$ cat src/rtl/ram64_stream_reader_pkg.sv
// ram64_stream_reader_pkg: RAM geometry and FSM state encodings shared by the stream reader.
package ram64_stream_reader_pkg;
  localparam int RAM_DATA_W = 16;
  localparam int RAM_ADDR_W = 6;
  typedef enum logic [1:0] {IDLE = 2'd0, READ = 2'd1, DRAIN = 2'd2} state_t;
endpackage

$ cat src/rtl/ram64_stream_reader_ctr.sv
// ram64_stream_reader_ctr: wrapping address counter and clamped remaining-word counter.
module ram64_stream_reader_ctr
  import ram64_stream_reader_pkg::*;
#(
  parameter int ADDR_W = RAM_ADDR_W
) (
  input  logic              clk,
  input  logic              rst_n,
  input  logic              load,
  input  logic              step,
  input  logic [ADDR_W-1:0] base,
  input  logic [ADDR_W:0]   len,
  output logic [ADDR_W-1:0] addr,
  output logic              last
);
  localparam logic [ADDR_W:0] DEPTH = (ADDR_W+1)'(1 << ADDR_W);
  logic [ADDR_W:0] rem;
  assign last = rem == (ADDR_W+1)'(1);
  always_ff @(posedge clk or negedge rst_n)
    if (!rst_n) begin
      addr <= '0;
      rem  <= '0;
    end else if (load) begin
      addr <= base;
      rem  <= len > DEPTH ? DEPTH : len;
    end else if (step) begin
      addr <= addr + 1'b1;
      rem  <= rem - 1'b1;
    end
endmodule

$ cat src/rtl/ram64_stream_reader.sv
// ram64_stream_reader: streams a wrapping window of the 64-word RAM onto a valid/ready port.
// Define RAM64_STREAM_READER_CHECKSUM_EN to accumulate a mod-2^16 sum of accepted words.
module ram64_stream_reader
  import ram64_stream_reader_pkg::*;
#(
  parameter int DATA_W = RAM_DATA_W,
  parameter int ADDR_W = RAM_ADDR_W
) (
  input  logic              clk,
  input  logic              rst_n,
  input  logic              start,
  input  logic [ADDR_W-1:0] base,
  input  logic [ADDR_W:0]   len,
  output logic [ADDR_W-1:0] mem_addr,
  output logic              mem_load,
  input  logic [DATA_W-1:0] mem_rdata,
  output logic [DATA_W-1:0] m_data,
  output logic              m_valid,
  input  logic              m_ready,
  output logic              m_last,
  output logic              busy,
  output logic              done,
  output logic [DATA_W-1:0] checksum
);
  state_t state, nxt;
  logic accept, step, hs, last, done_nxt;
  ram64_stream_reader_ctr #(.ADDR_W(ADDR_W)) u_ctr (
    .clk  (clk),
    .rst_n(rst_n),
    .load (accept),
    .step (step),
    .base (base),
    .len  (len),
    .addr (mem_addr),
    .last (last)
  );
  assign mem_load = 1'b0;
  assign busy     = state != IDLE;
  always_comb begin
    hs       = m_valid && m_ready;
    accept   = state == IDLE && start && len != '0;
    step     = state == READ && (!m_valid || m_ready);
    done_nxt = (state == IDLE && start && len == '0) || (state == DRAIN && hs);
    nxt      = accept ? READ : (step && last) ? DRAIN : (state == DRAIN && hs) ? IDLE : state;
  end
  always_ff @(posedge clk or negedge rst_n)
    if (!rst_n) begin
      state   <= IDLE;
      m_data  <= '0;
      m_valid <= 1'b0;
      m_last  <= 1'b0;
      done    <= 1'b0;
    end else begin
      state <= nxt;
      done  <= done_nxt;
      if (step) begin
        m_data  <= mem_rdata;
        m_valid <= 1'b1;
        m_last  <= last;
      end else if (state == DRAIN && hs) begin
        m_valid <= 1'b0;
        m_last  <= 1'b0;
      end
    end
`ifdef RAM64_STREAM_READER_CHECKSUM_EN
  always_ff @(posedge clk or negedge rst_n)
    if (!rst_n) checksum <= '0;
    else if (accept) checksum <= '0;
    else if (hs) checksum <= checksum + m_data;
`else
  assign checksum = '0;
`endif
endmodule

$ cat config.mk
export PLATFORM = sky130hd
export DESIGN_NAME = ram64_stream_reader
export DESIGN_NICKNAME = d
export VERILOG_FILES = /design/src/rtl/ram64_stream_reader_pkg.sv /design/src/rtl/ram64_stream_reader_ctr.sv /design/src/rtl/ram64_stream_reader.sv
export SDC_FILE = /design/constraint.sdc
export NUM_CORES = 1
export LEC_CHECK = 0
export BUFFER_PORTS_ARGS = -buffer_cell sky130_fd_sc_hd__buf_2
export CAP_MARGIN = 20
export CORE_MARGIN = 4
export CORE_UTILIZATION = 49
export CTS_BUF_LIST = sky130_fd_sc_hd__clkbuf_2 sky130_fd_sc_hd__clkbuf_4 sky130_fd_sc_hd__clkbuf_8
export DETAILED_ROUTE_END_ITERATION = 10
export GPL_TIMING_DRIVEN = 0
export PLACE_DENSITY = 0.82
export SLEW_MARGIN = 20
export SYNTH_ARGS = -nofsm -noshare
export SYNTH_HDL_FRONTEND = slang
export SYNTH_SLANG_ARGS = --single-unit
$ cat constraint.sdc
create_clock -name clk -period 2.5 [get_ports clk]
set_clock_uncertainty 0.15 [all_clocks]
set_input_delay 0 -clock clk [delete_from_list [all_inputs] [get_ports clk]]
set_output_delay 0 -clock clk [all_outputs]
set_load 0.005 [all_outputs]
==> After elaboration in Yosys (flattened, before gate mapping) <==
Index checks and enable logic that the tools add are counted.
{ "word_totals": {"wordCells": 41, "output_inout_bits": 43, "input_bits": 33, "register_bits": 34} }
{ "classes": {"n_reduce_logical": 17, "eq_ne": 3, "magnitude_cmp": 1, "n_mux": 11, "addsub": 2} }
{ "op_table": {"columns": ["cell", "count"], "rows": [
  ["7-bit two-way mux", 3],
  ["6-bit two-way mux", 2],
  ["7-bit by 1-bit == test with 1-bit output, second input constant", 1],
  ["7-bit greater-than comparator, second input constant", 1],
  ["1-bit logical AND", 7],
  ["7-bit zero test", 1],
  ["7-bit nonzero test", 1],
  ["7-bit by 1-bit subtractor with 7-bit output, second input constant", 1],
  ["6-bit by 1-bit adder with 6-bit output, second input constant", 1],
  ["2-bit two-way mux", 3],
  ["2-bit nonzero test", 3],
  ["1-bit two-way mux", 3],
  ["3-bit nonzero test", 1],
  ["2-bit by 1-bit == test with 1-bit output, second input constant", 1],
  ["2-bit == test, second input constant", 1],
  ["2-bit zero test", 1],
  ["1-bit logical OR", 2],
  ["1-bit zero test", 1]
]} }

==> Longest topological paths before layout <==
Gate-level depths: netlist of run 1.
{ "logic_depth": {"depth_word": 6, "ltp_mapped": 6, "mapped_depth_nobuf": 6} }

==> By module <==
Synthesis of run 1 repeated with hierarchy kept, for this count alone.
{ "hier_totals": {"cells_unflattened": 161, "area_unflattened_um2": 1788.0} }
{ "by_module_without_submodules": {"columns": ["mod", "area_each_um2", "instances", "cells_each", "seq_area_each_um2"], "rows": [
  ["ram64_stream_reader", 1052.3, 1, 81, 525.5],
  ["ram64_stream_reader_ctr", 735.7, 1, 80, 325.3]
]} }

==> Least setup slack after synthesis of run 1 <==
Ideal clock, no wire load.
{ "synth_path": {"path_type": "register -> register", "startpoint": "register u_ctr.rem[0]", "endpoint": "register u_ctr.rem[6]", "stages_incl_launch_ff": 7, "n_path_buf": 0, "path_slack_ns": 0.550, "arrival_ns": 1.733, "setup_ns": 0.067, "period_less_slack_ns": 1.950, "t_required_ns": 2.283, "cell_sequence": "dfrtp_1 inv_1 ha_1 or3b_2 or4_1 a21oi_1 a221o_1"} }
{ "synth_via": {"elab_chain_len": 3} }
{ "synth_rtl": {"columns": ["item", "line_no", "text"], "rows": [
  ["from (decl)", "ram64_stream_reader_ctr.sv:17", "logic [ADDR_W:0] rem;"],
  ["from (signal assigned)", "ram64_stream_reader_ctr.sv:25", "rem <= len > DEPTH ? DEPTH : len;"],
  ["from (signal assigned)", "ram64_stream_reader_ctr.sv:28", "rem <= rem - 1'b1;"],
  ["7-bit by 1-bit subtractor with 7-bit output", "ram64_stream_reader_ctr.sv:28", null],
  ["7-bit two-way mux", "ram64_stream_reader_ctr.sv:26", "end else if (step) begin"],
  ["7-bit two-way mux", "ram64_stream_reader_ctr.sv:23", "end else if (load) begin"]
]} }
No other way between the ends. The select of a mux whose other input is x is not followed.
A chain may end at the register's enable or synchronous reset.

==> Worst setup path in the final report of run 1 <==
{ "layout_path": {"startpoint": "input len[2]", "endpoint": "register done"} }
{ "layout_via": {"elab_chain_len": 3} }
{ "layout_rtl": {"columns": ["item", "line_no", "text"], "rows": [
  ["from (decl)", "ram64_stream_reader.sv:13", "input logic [ADDR_W:0] len,"],
  ["7-bit zero test", "ram64_stream_reader.sv:43", "done_nxt = (state == IDLE && start && len == '0) || (state == DRAIN && hs);"],
  ["1-bit logical AND", "ram64_stream_reader.sv:43", null],
  ["1-bit logical OR", "ram64_stream_reader.sv:43", null],
  ["named net done_nxt", "ram64_stream_reader.sv:26", "logic accept, step, hs, last, done_nxt;"],
  ["to (signal assigned)", "ram64_stream_reader.sv:55", "done <= done_nxt;"],
  ["to (decl)", "ram64_stream_reader.sv:22", "output logic done,"]
]} }
The timed path passes the listed nets, and every way through them passes these cells.

==> metrics, run 1 <==
setup ws final 0.2044 ns; I/O pin count 76; clock sinks 34; area post-placement 2203 µm²; Pre-antenna DRT Iters 5; flops & latches, synth 34; hold_buf cts 33; synthesized cell area 1795 µm²; vias 1761; gpl congestion 0.8918; Final Cycle Share 0.9182; Placement Setup Slack 0.3389 ns; RSZ-0062 raised after global routing false; slowest stage delay, CP 0.57 ns; Lkg Pwr 1.381 nW; Worst Setup Start Kind primary input; CTS Buffer Depth 2; worst path cell trace dlygate4sd3_1 -> buf_2 -> or4_4 -> or3_4 -> o31ai_1 -> dlygate4sd3_1; post-cts sizing count 0; peak supply drop 0.6853 mV; Worst Path Required 2.56 ns; PortBufs 58; Die Span Y 68.53 µm; post-synthesis sequential area ratio 0.4739; antenna violations before repair 0; routed length per instance 13.51 µm; Routed Antenna Nets 0; Hold Vio Cnt, Final 0; ys async rst share 1.000; max frequency 0.4356 GHz; CTS buffer count 5; clock slew at reported path FFs 0.07 ns; WS Path Type primary input to flop; Netlist cell types 42; Crit path top cell by count dlygate4sd3_1; area of the multi-input gates 820.8 µm²; row count 21; setup bufs post-CTS 0; die area 4696 µm²; Slew HR 0.5003; type of element capturing the critical path flop; status completed; syn avg cell area 9.068 µm²; largest net degree at the start of global routing 35; wire length of the first global-routing pass 7424 µm; clock insertion delay at the later pin of the skew report 0.28 ns; Post-synth top flop dfrtp_1; Layout area overhead 46.41%; register area 850.8 µm²; DRC 0; synth warn 0; max cap viols 0; CTS tree built; Final HPWL DP 3266 µm; Nets 348; Max Slew Vio Count 0; CP Buf/Inv Count 3; Root Buffer clkbuf_8; chip width 68.53 µm; PwrDens 984.3 nW/µm²; Post-synth EDFFs 0; # fillers 256; grt ovf 0; H-tree depth 2; post-route cell area 2629 µm²; DRT Wirelength 4851 µm; Tmin final 2.296 ns; Post-Synthesis Cells 198; final setup vio count 0; TNS Setup 0 ns; Overall Global Routing Usage 0.2175; Hold Path Class primary input to asynchronous set/reset pin; Max FO, Critical Path 3; CP delay by family, top buffers and inverters; Core Region 3442 µm²; antenna cells 0; First DRT Iteration DRCs 111; initial core utilization 0.5216; Via density 4.905; slowest stage cell, crit path dlygate4sd3_1; Worst Max-Slew Pin Slew 0.7496 ns; share of cells above drive strength 1 0.2971; crit path DAT 2.36 ns; number of global-route vias before repair 1635
==> placed cells by master, fill, tap and decap left out, drive strengths merged, types with 6 or more instances in the layout <==
master	n
conb	17
dfrtp	34
inv	7
nand2	56
nor3	6
dlygate4sd3	33
nor2	9
clkbuf	9
buf	77
==> sequential cells by signal, summed over array words and instances (netlist names) <==
| name | flops |
|---|---|
| done | 1 |
| m_data | 16 |
| m_last | 1 |
| m_valid | 1 |
| state | 2 |
| u_ctr.addr | 6 |
| u_ctr.rem | 7 |
==> layer usage <==
metal / part of all wire / vias to the layer above / GRT usage
met5: 0 / - / 0
met4: 0.013 / 0 / 0.07940
met3: 0.064 / 10 / 0.04214
met2: 0.52 / 67 / 0.3897
met1: 0.40 / 811 / 0.2557
li1: - / 873 / -
==> power by group <==
group	switching, mW	total (mW)	internal, mW
Sequential	0.213	1.02	0.805
Combinational	0.601	1.15	0.550
Clock	0.198	0.419	0.221
Total	1.01	2.59	1.58
==> kinds of logic (layout without fill, tap and decap cells) <==
kind of cell	count (synthesis)	count (layout)	synth area share
buffers and inverters	29	128	0.1024
AOI/OAI and AO/OA	31	31	0.1289
other	1	17	0.002089
DFF	34	34	0.4739
muxes	1	1	0.006271
xor gates and xnor gates	2	2	0.009758
adders and majority gates	3	3	0.02091
and+or+nand+nor	97	97	0.2558
==> metrics by stage <==
step | instances | power (mW) | utilization | hold WS (ns)
after floorplan | 214 | 1.679 | - | -0.4456
after global placement | 318 | 2.067 | 0.6401 | -0.03594
after detailed placement | 318 | 2.104 | 0.6401 | -0.03726
after CTS | 359 | 2.579 | 0.7637 | 0.1614
after global routing | 359 | 2.794 | 0.7637 | 0.1834
final | 359 | 2.587 | 0.7637 | 0.1722
==> path summary, 6_finish.rpt <==
check / endpoint / slack [ns] / cells after the start / from
min in group clk: u_ctr.rem[0] / 0.17 / 3 / start
max: done / 0.20 / 6 / len[2]
min reg2reg: m_data[3] / 0.33 / 2 / m_data[3]
min: u_ctr.rem[5] / 0.17 / 2 / rst_n
max reg2reg: u_ctr.rem[3] / 0.34 / 4 / state[1]
max in group asynchronous: m_data[4] / 1.56 / 2 / rst_n
==> layout make-up <==
type | instances | share of cell area
clock buffer | 6 | 0.03141
multi-input combinational | 151 | 0.3122
buffer | 22 | 0.05997
tap | 46 | 0.02189
sequential | 34 | 0.3237
inverter | 7 | 0.009995
clock inverter | 2 | 0.004760
timing repair buffer | 91 | 0.2361
==> synthesized netlist by cell type, drive strengths merged (3+ instances only) <==
cell type	instances	share of area
nor2	9	0.020
buf	19	0.082
nand2b	4	0.014
o21ai	5	0.014
clkbuf	3	0.0063
nor3	6	0.017
nand3	5	0.014
or4	3	0.015
nand2	56	0.12
a221o	5	0.028
a211oi	3	0.013
dfrtp	34	0.47
a21oi	4	0.011
inv	7	0.015
ha	3	0.021
o31ai	3	0.013
==> worst register-to-register path: stages, from the launching register on <==
cell and delay, ns:
dfrtp_1 0.46, or3b_2 0.57, o22ai_1 0.20, o21ai_0 0.10
dlygate4sd3_1 0.56
Power figures use the tool's default switching activity.
==> inputs of run 2 (changes only) <==
--- a/config.mk
+++ b/config.mk
@@ -5,14 +5,14 @@
 export SDC_FILE = /design/constraint.sdc
 export NUM_CORES = 1
 export LEC_CHECK = 0
-export BUFFER_PORTS_ARGS = -buffer_cell sky130_fd_sc_hd__buf_2
+export BUFFER_PORTS_ARGS = -buffer_cell sky130_fd_sc_hd__clkbuf_2
 export CAP_MARGIN = 20
 export CORE_MARGIN = 4
-export CORE_UTILIZATION = 49
+export CORE_UTILIZATION = 50
 export CTS_BUF_LIST = sky130_fd_sc_hd__clkbuf_2 sky130_fd_sc_hd__clkbuf_4 sky130_fd_sc_hd__clkbuf_8
 export DETAILED_ROUTE_END_ITERATION = 10
 export GPL_TIMING_DRIVEN = 0
-export PLACE_DENSITY = 0.82
+export PLACE_DENSITY = 0.83
 export SLEW_MARGIN = 20
 export SYNTH_ARGS = -nofsm -noshare
 export SYNTH_HDL_FRONTEND = slang
==> constraint.sdc (replaced) <==
create_clock -name clk -period 2.9 [get_ports clk]
set_clock_uncertainty 0.15 [all_clocks]
set_input_delay 0 -clock clk [delete_from_list [all_inputs] [get_ports clk]]
set_output_delay 0 -clock clk [all_outputs]
set_load 0.005 [all_outputs]
==> metrics, run 2 (synthesis gave the netlist of run 1 again) <==
flop2flop setup slack 0.22 ns; Worst Setup Start Kind flop; crit path DAT 2.80 ns; antenna violations before repair 0; clock sinks 34; CTS tree built; Lkg Pwr 1.389 nW; post-cts sizing count 0; Root Buffer clkbuf_4; share of cells above drive strength 1 0.2930; Layout area overhead 46.76%; max cap viols 0; type of element capturing the critical path flop; antenna cells 0; number of global-route vias before repair 1696; worst path cell trace nor3b_1 -> nand2_1 -> dlygate4sd3_1 -> o21ai_0 -> dlygate4sd3_1; slowest stage cell, crit path nor3b_1; First DRT Iteration DRCs 115; commonest non-fill, non-tap cells in the layout clkbuf_2 (58), nand2_1 (56), dlygate4sd3_1 (35), dfrtp_1 (34), buf_4 (18); Die Span Y 67.93 µm; CTS buffer count 5; largest net degree at the start of global routing 35; PwrDens 845.3 nW/µm²; chip width 67.93 µm; vias 1798; RSZ-0062 raised after global routing false; DRT Wirelength 4842 µm; hold_buf cts 35; die area 4614 µm²; Worst Path Required 3.01 ns; max frequency 0.3730 GHz; PortBufs 58; grt ovf 0; clock slew at reported path FFs 0.10 ns; Pre-antenna DRT Iters 4; DRC 0; peak supply drop 0.5396 mV; Routed Antenna Nets 0; Placement Setup Slack 0.7717 ns; Hold Slack 0.09822 ns; routed length per instance 13.45 µm; status completed; Max FO, Critical Path 8; Core Region 3390 µm²; CTS Buffer Depth 2; clock insertion delay at the later pin of the skew report 0.33 ns; Worst Max-Slew Pin Slew 0.8494 ns; Final Cycle Share 0.9246; Overall Global Routing Usage 0.2233; H-tree depth 2; Final HPWL DP 3247 µm; setup ws final 0.2188 ns; Largest Register m_data; max FFs per register 16; Hold Path Class primary input to flop; TNS Setup 0 ns; CP delay by family, top buffers and inverters; CP Buf/Inv Count 2; Tmin final 2.681 ns; Crit path top cell by count dlygate4sd3_1; slowest stage delay, CP 0.61 ns; commonest non-fill, non-tap cell in the layout clkbuf_2; Via density 4.994; I/O pin count 76; leading registers by flop count m_data: 16 flops, u_ctr.rem: 7 flops, u_ctr.addr: 6 flops; row count 21; setup bufs post-CTS 0; Slew HR 0.4338; Nets 350; WS Path Type flop to flop; initial core utilization 0.5297; wire length of the first global-routing pass 7707 µm; Hold Vio Cnt, Final 0; gpl congestion 0.9203; Max Slew Vio Count 0; final setup vio count 0
-- run 2: final timing paths --
check,startpoint,to,cells past startpoint
max,state[1],u_ctr.rem[3],5
min,start,u_ctr.rem[0],3
max reg2reg,state[1],u_ctr.rem[3],5
min reg2reg,m_data[10],m_data[10],2
max in group asynchronous,rst_n,u_ctr.rem[4],2
min in group asynchronous,rst_n,m_last,2
-- run 2: metal layers --
layer	part of all wire	track usage	wire, µm
met2	0.53	0.3959	2563
met3	0.049	0.03941	238
met5	0	0	0
met4	0.023	0.09429	110
met1	0.40	0.2636	1929
-- run 2: stage by stage --
step,power (mW),utilization,area (µm²),cells
floorplan,1.447,-,1856,214
global placement,1.782,0.6501,2203,318
global route,2.402,0.7774,2635,360
CTS,2.227,0.7774,2635,360
detailed placement,1.821,0.6501,2203,318
finish,2.227,0.7774,2635,360
-- run 2: layout make-up --
class                      instances  area [µm²]
sequential                        34       850.8
multi-input combinational        151       820.8
fill                             227       754.5
timing repair buffer              93       640.6
buffer                            22       157.7
tap                               46       57.56
clock buffer                       6       51.30
clock inverter                     1       30.03
inverter                           7       26.28
-- run 2: worst register-to-register path: cells and delay by family (launching register included) --
family	cells	cell delay, ns
AND/OR/NAND/NOR	2	0.73
AO/OA/AOI/OAI	1	0.13
buffers and inverters	2	1.14
flip-flops	1	0.46
-- run 2: report_power, final --
group / total, mW / internal, mW / leakage, nW / switching, mW
clock network: 0.352 / 0.201 / 0.0443 / 0.151
registers: 0.880 / 0.693 / 0.414 / 0.187
logic: 0.995 / 0.476 / 0.930 / 0.519
total: 2.23 / 1.37 / 1.39 / 0.858
==> inputs of run 3 (changes only) <==
--- a/config.mk
+++ b/config.mk
@@ -16,4 +16,5 @@
 export SLEW_MARGIN = 20
 export SYNTH_ARGS = -nofsm -noshare
 export SYNTH_HDL_FRONTEND = slang
+export SYNTH_HIERARCHICAL = 1
 export SYNTH_SLANG_ARGS = --single-unit
==> metrics, run 3 <==
WS Path Type flop to flop; share of cells above drive strength 1 0.3772; Max Slew Vio Count 0; worst path cell trace inv_1 -> and3_4 -> buf_6 -> buf_12 -> buf_1 -> nand2_1 -> o21ai_0 -> o22ai_1 -> dlygate4sd3_1; Worst Path Required 2.96 ns; PwrDens 534.5 nW/µm²; most common cell in the netlist dfrtp_1; Hold Path Class primary input to asynchronous set/reset pin; Largest Register m_data; Final HPWL DP 2563 µm; First DRT Iteration DRCs 61; Layout area overhead 47.31%; top cells by count, synth dfrtp_1 (34), buf_4 (17), nand2_1 (16), o21ai_0 (9); Final Non-Filler Cells 327; max FFs per register 16; slowest stage cell, crit path dlygate4sd3_1; CTS buffer count 5; H-tree depth 2; max cap viols 0; slowest stage delay, CP 0.58 ns; Synth top area share 0.4759; worst setup path startpoint state[1]; wire length of the first global-routing pass 6872 µm; DRT Wirelength 4361 µm; initial core utilization 0.5275; chip width 67.80 µm; routed length per instance 13.34 µm; CP Buf/Inv Count 5; Worst Setup Start Kind flop; clock slew at reported path FFs 0.11 ns; Netlist cell types 42; type of element capturing the critical path flop; clock insertion delay at the later pin of the skew report 0.32 ns; synth warn 6; placed cells 281; peak supply drop 0.4623 mV; antenna cells 0; grt ovf 0; I/O pin count 76; Lkg Pwr 1.286 nW; largest net degree at the start of global routing 35; Routed Antenna Nets 0; syn avg cell area 11.11 µm²; Post-synth top flop dfrtp_1; Tmin final 2.692 ns; DRC 0; Final Cycle Share 0.9282; synthesized cell area 1788 µm²; antenna violations before repair 0; CTS Buffer Depth 2; Overall Global Routing Usage 0.2013; RSZ-0062 raised after global routing false; number of global-route vias before repair 1583; leading registers by flop count m_data: 16 flops, u_ctr/rem: 7 flops, u_ctr/addr: 6 flops; crit path DAT 2.75 ns; Hold Vio Cnt, Final 0; flops & latches, synth 34; ys async rst share 1.000; Core Region 3390 µm²; # fillers 225; setup bufs post-CTS 0; Post-Synthesis Cells 161; Root Buffer clkbuf_4; gpl congestion 0.8031; Die Span Y 67.80 µm; post-synthesis sequential area ratio 0.4759; Nets 317; Critical R2R Launch state[1]; row count 21; Pre-antenna DRT Iters 4; commonest non-fill, non-tap cells in the layout clkbuf_2 (58), dlygate4sd3_1 (39), dfrtp_1 (34), buf_4 (17), conb_1 (17); Via density 4.832; final setup vio count 0; die area 4597 µm²; Slew HR 0.4521; status completed; commonest non-fill, non-tap cell in the layout clkbuf_2; PortBufs 58; cells taking the most area after synthesis dfrtp_1 (48%), buf_4 (7.1%), mux2_4 (6.7%); CP delay by family, top buffers and inverters; Post-synth EDFFs 0; max frequency 0.3715 GHz; TNS Setup 0 ns; Worst Max-Slew Pin Slew 0.8219 ns; largest area contributor in the synthesized netlist dfrtp_1; CTS tree built; vias 1580; clock sinks 34; Max FO, Critical Path 13
## run 3: stage by stage
stage / area [µm²] / setup slack, ns / utilization / hold slack [ns] / power (mW)
after floorplan: 1848 / 0.8263 / - / -0.4456 / 0.9266
after global placement: 2196 / 0.5681 / 0.6478 / -0.02045 / 1.063
after detailed placement: 2196 / 0.5411 / 0.6478 / -0.01844 / 1.073
after CTS: 2634 / 0.2698 / 0.7770 / 0.1528 / 1.401
after global routing: 2634 / 0.07091 / 0.7770 / 0.2371 / 1.511
final: 2634 / 0.2083 / 0.7770 / 0.1577 / 1.408
## run 3: layer usage
| layer | track usage | share of wire |
|---|---|---|
| met3 | 0.05657 | 0.070 |
| met2 | 0.3815 | 0.53 |
| met1 | 0.2233 | 0.40 |
| met4 | 0.03722 | 0.0014 |
| met5 | 0 | 0 |
## run 3: path summary, 6_finish.rpt
| kind | end | slack [ns] | cells after the start |
|---|---|---|---|
| worst max-delay path | u_ctr/rem[1] | 0.21 | 9 |
| worst min register to register | m_data[2] | 0.37 | 1 |
| max in group asynchronous | u_ctr/rem[5] | 1.92 | 2 |
| worst max register to register | u_ctr/rem[1] | 0.21 | 9 |
| worst min-delay path | m_data[14] | 0.16 | 2 |
| min in group clk | u_ctr/addr[1] | 0.27 | 4 |
## run 3: worst reg2reg max path: stages (launching register included)
cell	delay, ns
dfrtp_1	0.43
inv_1	0.19
and3_4	0.22
buf_6	0.15
buf_12	0.16
buf_1	0.40
nand2_1	0.10
o21ai_0	0.10
o22ai_1	0.11
dlygate4sd3_1	0.58
## run 3: power by group
| part | leakage (nW) | internal (mW) | switching, mW |
|---|---|---|---|
| clock network | 0.0308 | 0.0872 | 0.153 |
| logic | 0.864 | 0.285 | 0.189 |
| registers | 0.391 | 0.581 | 0.112 |
| total | 1.29 | 0.954 | 0.454 |
## run 3: layout make-up
class / instances / area (µm²) / area share
Inverter: 6 / 22.52 / 0.008551
Clock buffer: 5 / 37.54 / 0.01425
Multi-Input combinational cell: 115 / 804.5 / 0.3055
Tap cell: 46 / 57.56 / 0.02185
Buffer: 22 / 170.2 / 0.06461
Sequential cell: 34 / 850.8 / 0.3230
Timing Repair Buffer: 97 / 680.7 / 0.2584
Clock inverter: 2 / 10.01 / 0.003800
## run 3: what timing repair did
item | 4_1_cts | 5_1_grt
resized for setup | 0 | 0
hold buffers | 39 | 0
hold endpoints to repair | 68 | 0
setup endpoints to repair | 0 | 0
## run 3: cells by family (layout without fill, tap and decap cells)
logic type      count (synthesis)  count (layout)  synth area share
compound gates                 28              28           0.09937
xor+xnor                        7               7           0.03429
fa+ha+maj                       3               3           0.02100
buf+inv                        28             132            0.1078
flops                          34              34            0.4759
mux                            17              17            0.1232
other cells                     1              17          0.002097
simple gates                   43              43            0.1365
